==> src/rtl/day_of_week_sequencer.sv <==
// -----------------------------------------------------------------------------
// day_of_week_sequencer
//
// Multi-cycle day-of-week calculator for a Gregorian calendar date. A single
// restoring-divider datapath is reused twice: first to form (Years-1)/100,
// then to reduce the accumulated day count modulo 7. Latency is fixed and
// does not depend on the date, so downstream display/alarm logic can rely on
// a constant Start-to-Done distance.
//
// Ports:
//   Clk        system clock, rising-edge active
//   nReset     asynchronous active-low reset
//   Start      request strobe, accepted in IDLE or in the Done cycle
//   Days       day of month (1..31)
//   Months     month (1..12)
//   Years      year (>= 1)
//   Leap       high when Years is a leap year
//   Busy       high while a request is in flight
//   Done       one-cycle completion pulse
//   Error      valid with Done, high when the date was rejected
//   DayOfWeek  0=Sunday .. 6=Saturday, valid with Done when Error is low
// -----------------------------------------------------------------------------
module day_of_week_sequencer #(
  parameter int YEAR_W = 15,
  parameter int SUM_W  = 17
) (
  input  logic              Clk,
  input  logic              nReset,
  input  logic              Start,
  input  logic [6:0]        Days,
  input  logic [6:0]        Months,
  input  logic [YEAR_W-1:0] Years,
  input  logic              Leap,
  output logic              Busy,
  output logic              Done,
  output logic              Error,
  output logic [2:0]        DayOfWeek
);

  localparam logic [2:0] S_IDLE   = 3'd0;
  localparam logic [2:0] S_CHECK  = 3'd1;
  localparam logic [2:0] S_DIV100 = 3'd2;
  localparam logic [2:0] S_ACC    = 3'd3;
  localparam logic [2:0] S_MOD7   = 3'd4;
  localparam logic [2:0] S_DONE   = 3'd5;

  localparam int CNT_W = $clog2(SUM_W) + 1;

  // Architectural state
  logic [2:0]        state_r;
  logic [CNT_W-1:0]  cnt_r;
  logic [6:0]        days_r;
  logic [6:0]        months_r;
  logic [YEAR_W-1:0] years_r;
  logic              leap_r;
  logic              bad_r;
  logic [SUM_W-1:0]  shift_r;
  logic [6:0]        rem_r;
  logic              busy_r;
  logic              done_r;
  logic              error_r;
  logic [2:0]        dow_r;

  // Combinational helpers
  logic [YEAR_W-1:0] ySub_s;
  logic [6:0]        monthLen_s;
  logic              bad_s;
  logic [SUM_W-1:0]  monBase_s;
  logic [SUM_W-1:0]  monAdj_s;
  logic [SUM_W-1:0]  monHalf_s;
  logic [SUM_W-1:0]  monOff_s;
  logic [YEAR_W-1:0] q100_s;
  logic [SUM_W-1:0]  sum_s;
  logic [SUM_W-1:0]  divLoad_s;
  logic [7:0]        divisor_s;
  logic [7:0]        trial_s;
  logic              geq_s;
  logic [6:0]        remNext_s;
  logic [SUM_W-1:0]  shiftNext_s;

  assign Busy      = busy_r;
  assign Done      = done_r;
  assign Error     = error_r;
  assign DayOfWeek = dow_r;

  assign ySub_s = years_r - YEAR_W'(1'b1);

  // Length of the latched month, February depending on the leap flag
  always_comb begin
    monthLen_s = 7'd31;
    case (months_r)
      7'd2:                    monthLen_s = leap_r ? 7'd29 : 7'd28;
      7'd4, 7'd6, 7'd9, 7'd11: monthLen_s = 7'd30;
      default:                 monthLen_s = 7'd31;
    endcase
  end

  assign bad_s = (days_r == 7'd0) || (months_r == 7'd0) || (months_r > 7'd12) ||
                 (years_r == YEAR_W'(1'b0)) || (days_r > monthLen_s);

  // Days preceding the first of the month: 30 per month, corrected for the
  // short February and for the 31-day months (odd before August, even after)
  always_comb begin
    monBase_s = SUM_W'(months_r - 7'd1) * SUM_W'(5'd30);
    if (months_r < 7'd3) begin
      monAdj_s = SUM_W'(1'b0);
    end else if (leap_r) begin
      monAdj_s = SUM_W'(1'b1);
    end else begin
      monAdj_s = SUM_W'(2'd2);
    end
    if (months_r <= 7'd8) begin
      monHalf_s = SUM_W'(months_r >> 1);
    end else begin
      monHalf_s = SUM_W'((months_r + 7'd1) >> 1);
    end
    monOff_s = monBase_s - monAdj_s + monHalf_s;
  end

  // After DIV100 the low YEAR_W bits of the shift register hold the quotient.
  // 365 = 1 mod 7, so whole years contribute only Y plus the leap days.
  assign q100_s = shift_r[YEAR_W-1:0];
  assign sum_s  = SUM_W'(days_r) + monOff_s + SUM_W'(ySub_s) + SUM_W'(ySub_s >> 2)
                - SUM_W'(q100_s) + SUM_W'(q100_s >> 2);

  // Y is left-aligned so both phases consume dividend bits from the MSB
  assign divLoad_s = SUM_W'(ySub_s) << (SUM_W - YEAR_W);

  // Shared restoring divider step: divisor selected by phase
  always_comb begin
    if (state_r == S_MOD7) begin
      divisor_s = 8'd7;
    end else begin
      divisor_s = 8'd100;
    end
    trial_s = {rem_r, shift_r[SUM_W-1]};
    geq_s   = (trial_s >= divisor_s);
    // The restored remainder is always below the divisor, so 7 bits suffice
    if (geq_s) begin
      remNext_s = 7'(trial_s - divisor_s);
    end else begin
      remNext_s = trial_s[6:0];
    end
    shiftNext_s = {shift_r[SUM_W-2:0], geq_s};
  end

  // Sequencer FSM, operand capture and divider datapath registers
  always_ff @(posedge Clk or negedge nReset) begin
    if (!nReset) begin
      state_r  <= S_IDLE;
      cnt_r    <= CNT_W'(1'b0);
      days_r   <= 7'd0;
      months_r <= 7'd0;
      years_r  <= YEAR_W'(1'b0);
      leap_r   <= 1'b0;
      bad_r    <= 1'b0;
      shift_r  <= SUM_W'(1'b0);
      rem_r    <= 7'd0;
      busy_r   <= 1'b0;
      done_r   <= 1'b0;
      error_r  <= 1'b0;
      dow_r    <= 3'd0;
    end else begin
      done_r <= 1'b0;
      case (state_r)
        S_IDLE, S_DONE: begin
          if (Start) begin
            days_r   <= Days;
            months_r <= Months;
            years_r  <= Years;
            leap_r   <= Leap;
            busy_r   <= 1'b1;
            error_r  <= 1'b0;
            cnt_r    <= CNT_W'(1'b0);
            state_r  <= S_CHECK;
          end else begin
            state_r  <= state_r;
          end
        end
        // First CHECK cycle registers the verdict, second one acts on it
        S_CHECK: begin
          if (cnt_r == CNT_W'(1'b0)) begin
            bad_r <= bad_s;
            cnt_r <= CNT_W'(1'b1);
          end else if (bad_r) begin
            error_r <= 1'b1;
            done_r  <= 1'b1;
            busy_r  <= 1'b0;
            state_r <= S_DONE;
          end else begin
            shift_r <= divLoad_s;
            rem_r   <= 7'd0;
            cnt_r   <= CNT_W'(1'b0);
            state_r <= S_DIV100;
          end
        end
        S_DIV100: begin
          shift_r <= shiftNext_s;
          rem_r   <= remNext_s;
          if (cnt_r == CNT_W'(YEAR_W - 1)) begin
            state_r <= S_ACC;
          end else begin
            cnt_r <= cnt_r + CNT_W'(1'b1);
          end
        end
        S_ACC: begin
          shift_r <= sum_s;
          rem_r   <= 7'd0;
          cnt_r   <= CNT_W'(1'b0);
          state_r <= S_MOD7;
        end
        S_MOD7: begin
          shift_r <= shiftNext_s;
          rem_r   <= remNext_s;
          if (cnt_r == CNT_W'(SUM_W - 1)) begin
            dow_r   <= remNext_s[2:0];
            error_r <= 1'b0;
            done_r  <= 1'b1;
            busy_r  <= 1'b0;
            state_r <= S_DONE;
          end else begin
            cnt_r <= cnt_r + CNT_W'(1'b1);
          end
        end
        default: begin
          busy_r  <= 1'b0;
          state_r <= S_IDLE;
        end
      endcase
    end
  end

endmodule

==> config.mk <==
export PLATFORM = sky130hd
export DESIGN_NAME = day_of_week_sequencer
export DESIGN_NICKNAME = d
export VERILOG_FILES = /design/src/rtl/day_of_week_sequencer.sv
export SDC_FILE = /design/constraint.sdc
export NUM_CORES = 1
export LEC_CHECK = 0
export CAP_MARGIN = 30
export CORE_AREA = 2 2 110 133
export CTS_CLUSTER_DIAMETER = 100
export CTS_CLUSTER_SIZE = 16
export DETAILED_ROUTE_END_ITERATION = 10
export DIE_AREA = 0 0 112 135
export GPL_ROUTABILITY_DRIVEN = 0
export GPL_TIMING_DRIVEN = 1
export PLACE_DENSITY = 0.73
export SYNTH_ARGS = -nofsm -noshare
export SYNTH_HDL_FRONTEND = slang
export SYNTH_SLANG_ARGS = --single-unit
==> constraint.sdc <==
create_clock -name Clk -period 8.5 [get_ports Clk]
set_clock_uncertainty 0.05 [all_clocks]
set_input_delay 1.7 -clock Clk [delete_from_list [all_inputs] [get_ports Clk]]
set_output_delay 1.7 -clock Clk [all_outputs]
set_load 0.05 [all_outputs]
==> results of run 1 <==
flip-flops by register name, summed over array words and instances, names as in the netlist:
signal / flops
months_r: 7
DayOfWeek: 3
bad_r: 1
shift_r: 17
leap_r: 1
rem_r: 7
Busy: 1
cnt_r: 6
days_r: 7
Error: 1
state_r: 3
years_r: 15
Done: 1
worst max-delay path: cells and delay by family, from the launching register on:
kind                       cells  cell delay (ns)
adders and majority gates      8             3.18
AOI/OAI and AO/OA              7             1.56
xor gates and xnor gates       5             1.30
DFF                            1             0.60
and+or+nand+nor                5             0.52
buffers and inverters          4             0.46
kinds of logic (layout without fill, tap and decap cells):
group           count (synthesis)  count (layout)
compound gates                165             165
xor+xnor                       51              51
fa+ha+maj                     135             135
mux                            29              29
simple gates                  200             200
buf+inv                       144             175
flops                          70              70
stage by stage:
step | util (%) | area (µm²) | hold slack (ns) | cells
finish | 59.2 | 8150 | 0.446 | 996
global route | 59.2 | 8150 | 0.475 | 996
CTS | 59.0 | 8120 | 0.446 | 995
detailed placement | 56.6 | 7790 | 0.433 | 979
global placement | 56.6 | 7790 | 0.423 | 978
floorplan | - | 7300 | 0.406 | 794
area by class of cell:
| type | count | area, µm² | area share [%] |
|---|---|---|---|
| clock buffers | 11 | 253 | 3.10 |
| clock inverters | 5 | 81.3 | 0.998 |
| inverters | 118 | 443 | 5.43 |
| multi-input cells | 580 | 4990 | 61.2 |
| flip-flops and latches | 70 | 1750 | 21.5 |
| well taps | 171 | 214 | 2.62 |
| repair buffers | 41 | 417 | 5.11 |
cells in the final DEF, fill, tap and decap left out, drive strengths merged, types with 9 or more instances in the layout:
cell type      instances
dfrtp                 70
o21ai                 47
clkdlybuf4s50         37
xnor2                 33
nand3                 12
nand2                 78
nor2                  45
clkbuf                11
mux2                  23
nand2b                12
nand4                  9
inv                  117
ha                    71
fa                    62
a21oi                 32
xor2                  17
nor3                  11
routing by layer:
layer	GRT usage (%)	wire, µm	vias to the layer above
met5	0	0	-
met2	45.5	9170	205
met3	2.96	905	32
met4	10.2	421	0
li1	-	-	2746
met1	31.2	7330	2883
how the worst max path moves through the flow:
| stage | to | startpoint | cells after the start |
|---|---|---|---|
| floorplan | shift_r[13]$_DFFE_PN0P_ | months_r[0]$_DFFE_PN0P_ | 30 |
| global placement | shift_r[13]$_DFFE_PN0P_ | months_r[0]$_DFFE_PN0P_ | 28 |
| detailed placement | shift_r[13]$_DFFE_PN0P_ | months_r[0]$_DFFE_PN0P_ | 28 |
| CTS | shift_r[13]$_DFFE_PN0P_ | months_r[0]$_DFFE_PN0P_ | 28 |
| global route | shift_r[16]$_DFFE_PN0P_ | months_r[2]$_DFFE_PN0P_ | 29 |
| finish | shift_r[16]$_DFFE_PN0P_ | months_r[2]$_DFFE_PN0P_ | 29 |
==> results.cfg, run 1 <==
[run_status]
run_status = completed

[global_route]
global_route_wire_length_before_repair_um = 30500
grt_start_max_net_pins = 71
grt_pass1_vias = 6238
overflow_left_after_global_routing = 0
track_usage_pct = 25.3
antenna_found_initial = 0

[synth]
ys_warn_count = 0
synthFlopType = sky130_fd_sc_hd__dfrtp_1
synth.mux.area_fraction_pct = 4.37
synth_most_common_cell = sky130_fd_sc_hd__inv_1
synth-compound-area-share_pct = 15.0
share_of_synthesized_flip_flops_with_an_asynchronous_set_or_reset_pct = 100
ys_top_cells_by_count = sky130_fd_sc_hd__inv_1, sky130_fd_sc_hd__nand2_1, sky130_fd_sc_hd__ha_1
synth_cells = 794
synth_nets = 960
post_synth_fa_ha_maj_area_fraction_pct = 29.5
synth-simple-area-share_pct = 13.2
ys_seq_area_share_pct = 24.0
synth_cell_type_count = 70
fraction_of_synthesized_cell_area_in_xor_and_xnor_cells_pct = 6.31
synth_top_area_cell = sky130_fd_sc_hd__dfrtp_1
synthesis.area_per_instance_um2 = 9.19
synth.area.top_cells = sky130_fd_sc_hd__dfrtp_1, sky130_fd_sc_hd__fa_1, sky130_fd_sc_hd__ha_1
synthesis.area_um2 = 7300
yosys.area.top_type_share_pct = 24.0
synth_top_family_by_area = adder cells
post_synth_edffs = 0
synth-seq-cells = 70

[setup_path]
required_ns = 8.65
most_frequent_cell_on_the_critical_path = sky130_fd_sc_hd__xnor2_1
rr_startpoint = months_r[2]$_DFFE_PN0P_
worstPathMaxFanout = 12
worstReg2RegEnd = shift_r[16]$_DFFE_PN0P_
arrival_ns = 7.97
reg2reg_setup_slack_ns = 0.68
rr_worst_depth = 29
critical_path.max_stage_delay_ns = 0.60
worst_path_max_delay_cell = sky130_fd_sc_hd__dfrtp_1
worst_setup_path_end_kind = flop
crit_path_start_kind = flop
path_class = reg -> reg

[routing]
antenna_left = 0
vias = 5866
drc_errors = 0
vias_per_cell = 5.89
post_drt_wl_per_cell_um = 17.9
wl_um = 17800
drt_pre_antenna_iters = 5
drtIter0Drc = 471

[cts]
tritoncts.num_buffers = 9
worst_skew_pair.late_latency_ns = 0.35
clock_sink_count = 70
cts_max_level = 3
cts.path.max_buffers = 2
postCtsHoldBufs = 0
tritoncts = yes
cts_repair_resize_count = 0
path_clk_slew_ns = 0.06
clockRootBuffer = sky130_fd_sc_hd__clkbuf_16
postCtsSetupBuffers = 0

[place]
place_worst_setup_slack_ns = 0.782
portBuffers = 38
detailed_place_hpwl_um = 13800

[die]
row_count = 47
core_area_um2 = 13800
die_wd_um = 112
die_area_um2 = 15100
floorplan.initialDensity_pct = 53.0
boundaryPins = 39
die_y_um = 135

[sta]
worst-slew-pin-transition_ns = 0.928
post_route_clock_period_utilization_pct = 92.0
hold_viol_final = 0
setup-violations-final = 0
rsz0062_at_grt = false
totalNegativeSetupSlack_ns = 0
fmax_ghz = 0.128
final.min_clock_period_ns = 7.82
drv_slew = 0
timing.final.ws_setup_ns = 0.677
maxSlewHeadroom_pct = 38.1

[cells_and_area]
area_delta_synth_final_pct = 11.7
post_route_cells_drive_above_1_share_pct = 4.00
diode_count = 0
n_fill_cell = 1163
design.final.nets = 986

[worst_hold_path]
hold_path_startpoint = rem_r[6]$_DFFE_PN0P_
worstHoldEndpoint = rem_r[6]$_DFFE_PN0P_
hp_class = reg -> reg
whs_path_depth = 2

[flow_run]
maxCapViolations = 0
Power of run 1 is left out: the tool's default activity adds up to more than one toggle a clock period on the data nets, which glitch-free logic cannot reach.
==> run 2, diff against run 1 <==
--- a/config.mk
+++ b/config.mk
@@ -14,6 +14,7 @@
 export GPL_ROUTABILITY_DRIVEN = 0
 export GPL_TIMING_DRIVEN = 1
 export PLACE_DENSITY = 0.73
+export SKIP_CTS_REPAIR_TIMING = 1
 export SYNTH_ARGS = -nofsm -noshare
 export SYNTH_HDL_FRONTEND = slang
 export SYNTH_SLANG_ARGS = --single-unit
==> results of run 2 <==
Final layout, timing and power as in run 1 (identical DEF).
Power of run 2 is left out for the same reason.
==> run 3, diff against run 2 <==
--- a/config.mk
+++ b/config.mk
@@ -15,6 +15,7 @@
 export GPL_TIMING_DRIVEN = 1
 export PLACE_DENSITY = 0.73
 export SKIP_CTS_REPAIR_TIMING = 1
+export SLEW_MARGIN = 20
 export SYNTH_ARGS = -nofsm -noshare
 export SYNTH_HDL_FRONTEND = slang
 export SYNTH_SLANG_ARGS = --single-unit
==> results of run 3 <==
Final layout, timing and power as in run 1 (identical DEF).
Power of run 3 is left out for the same reason.
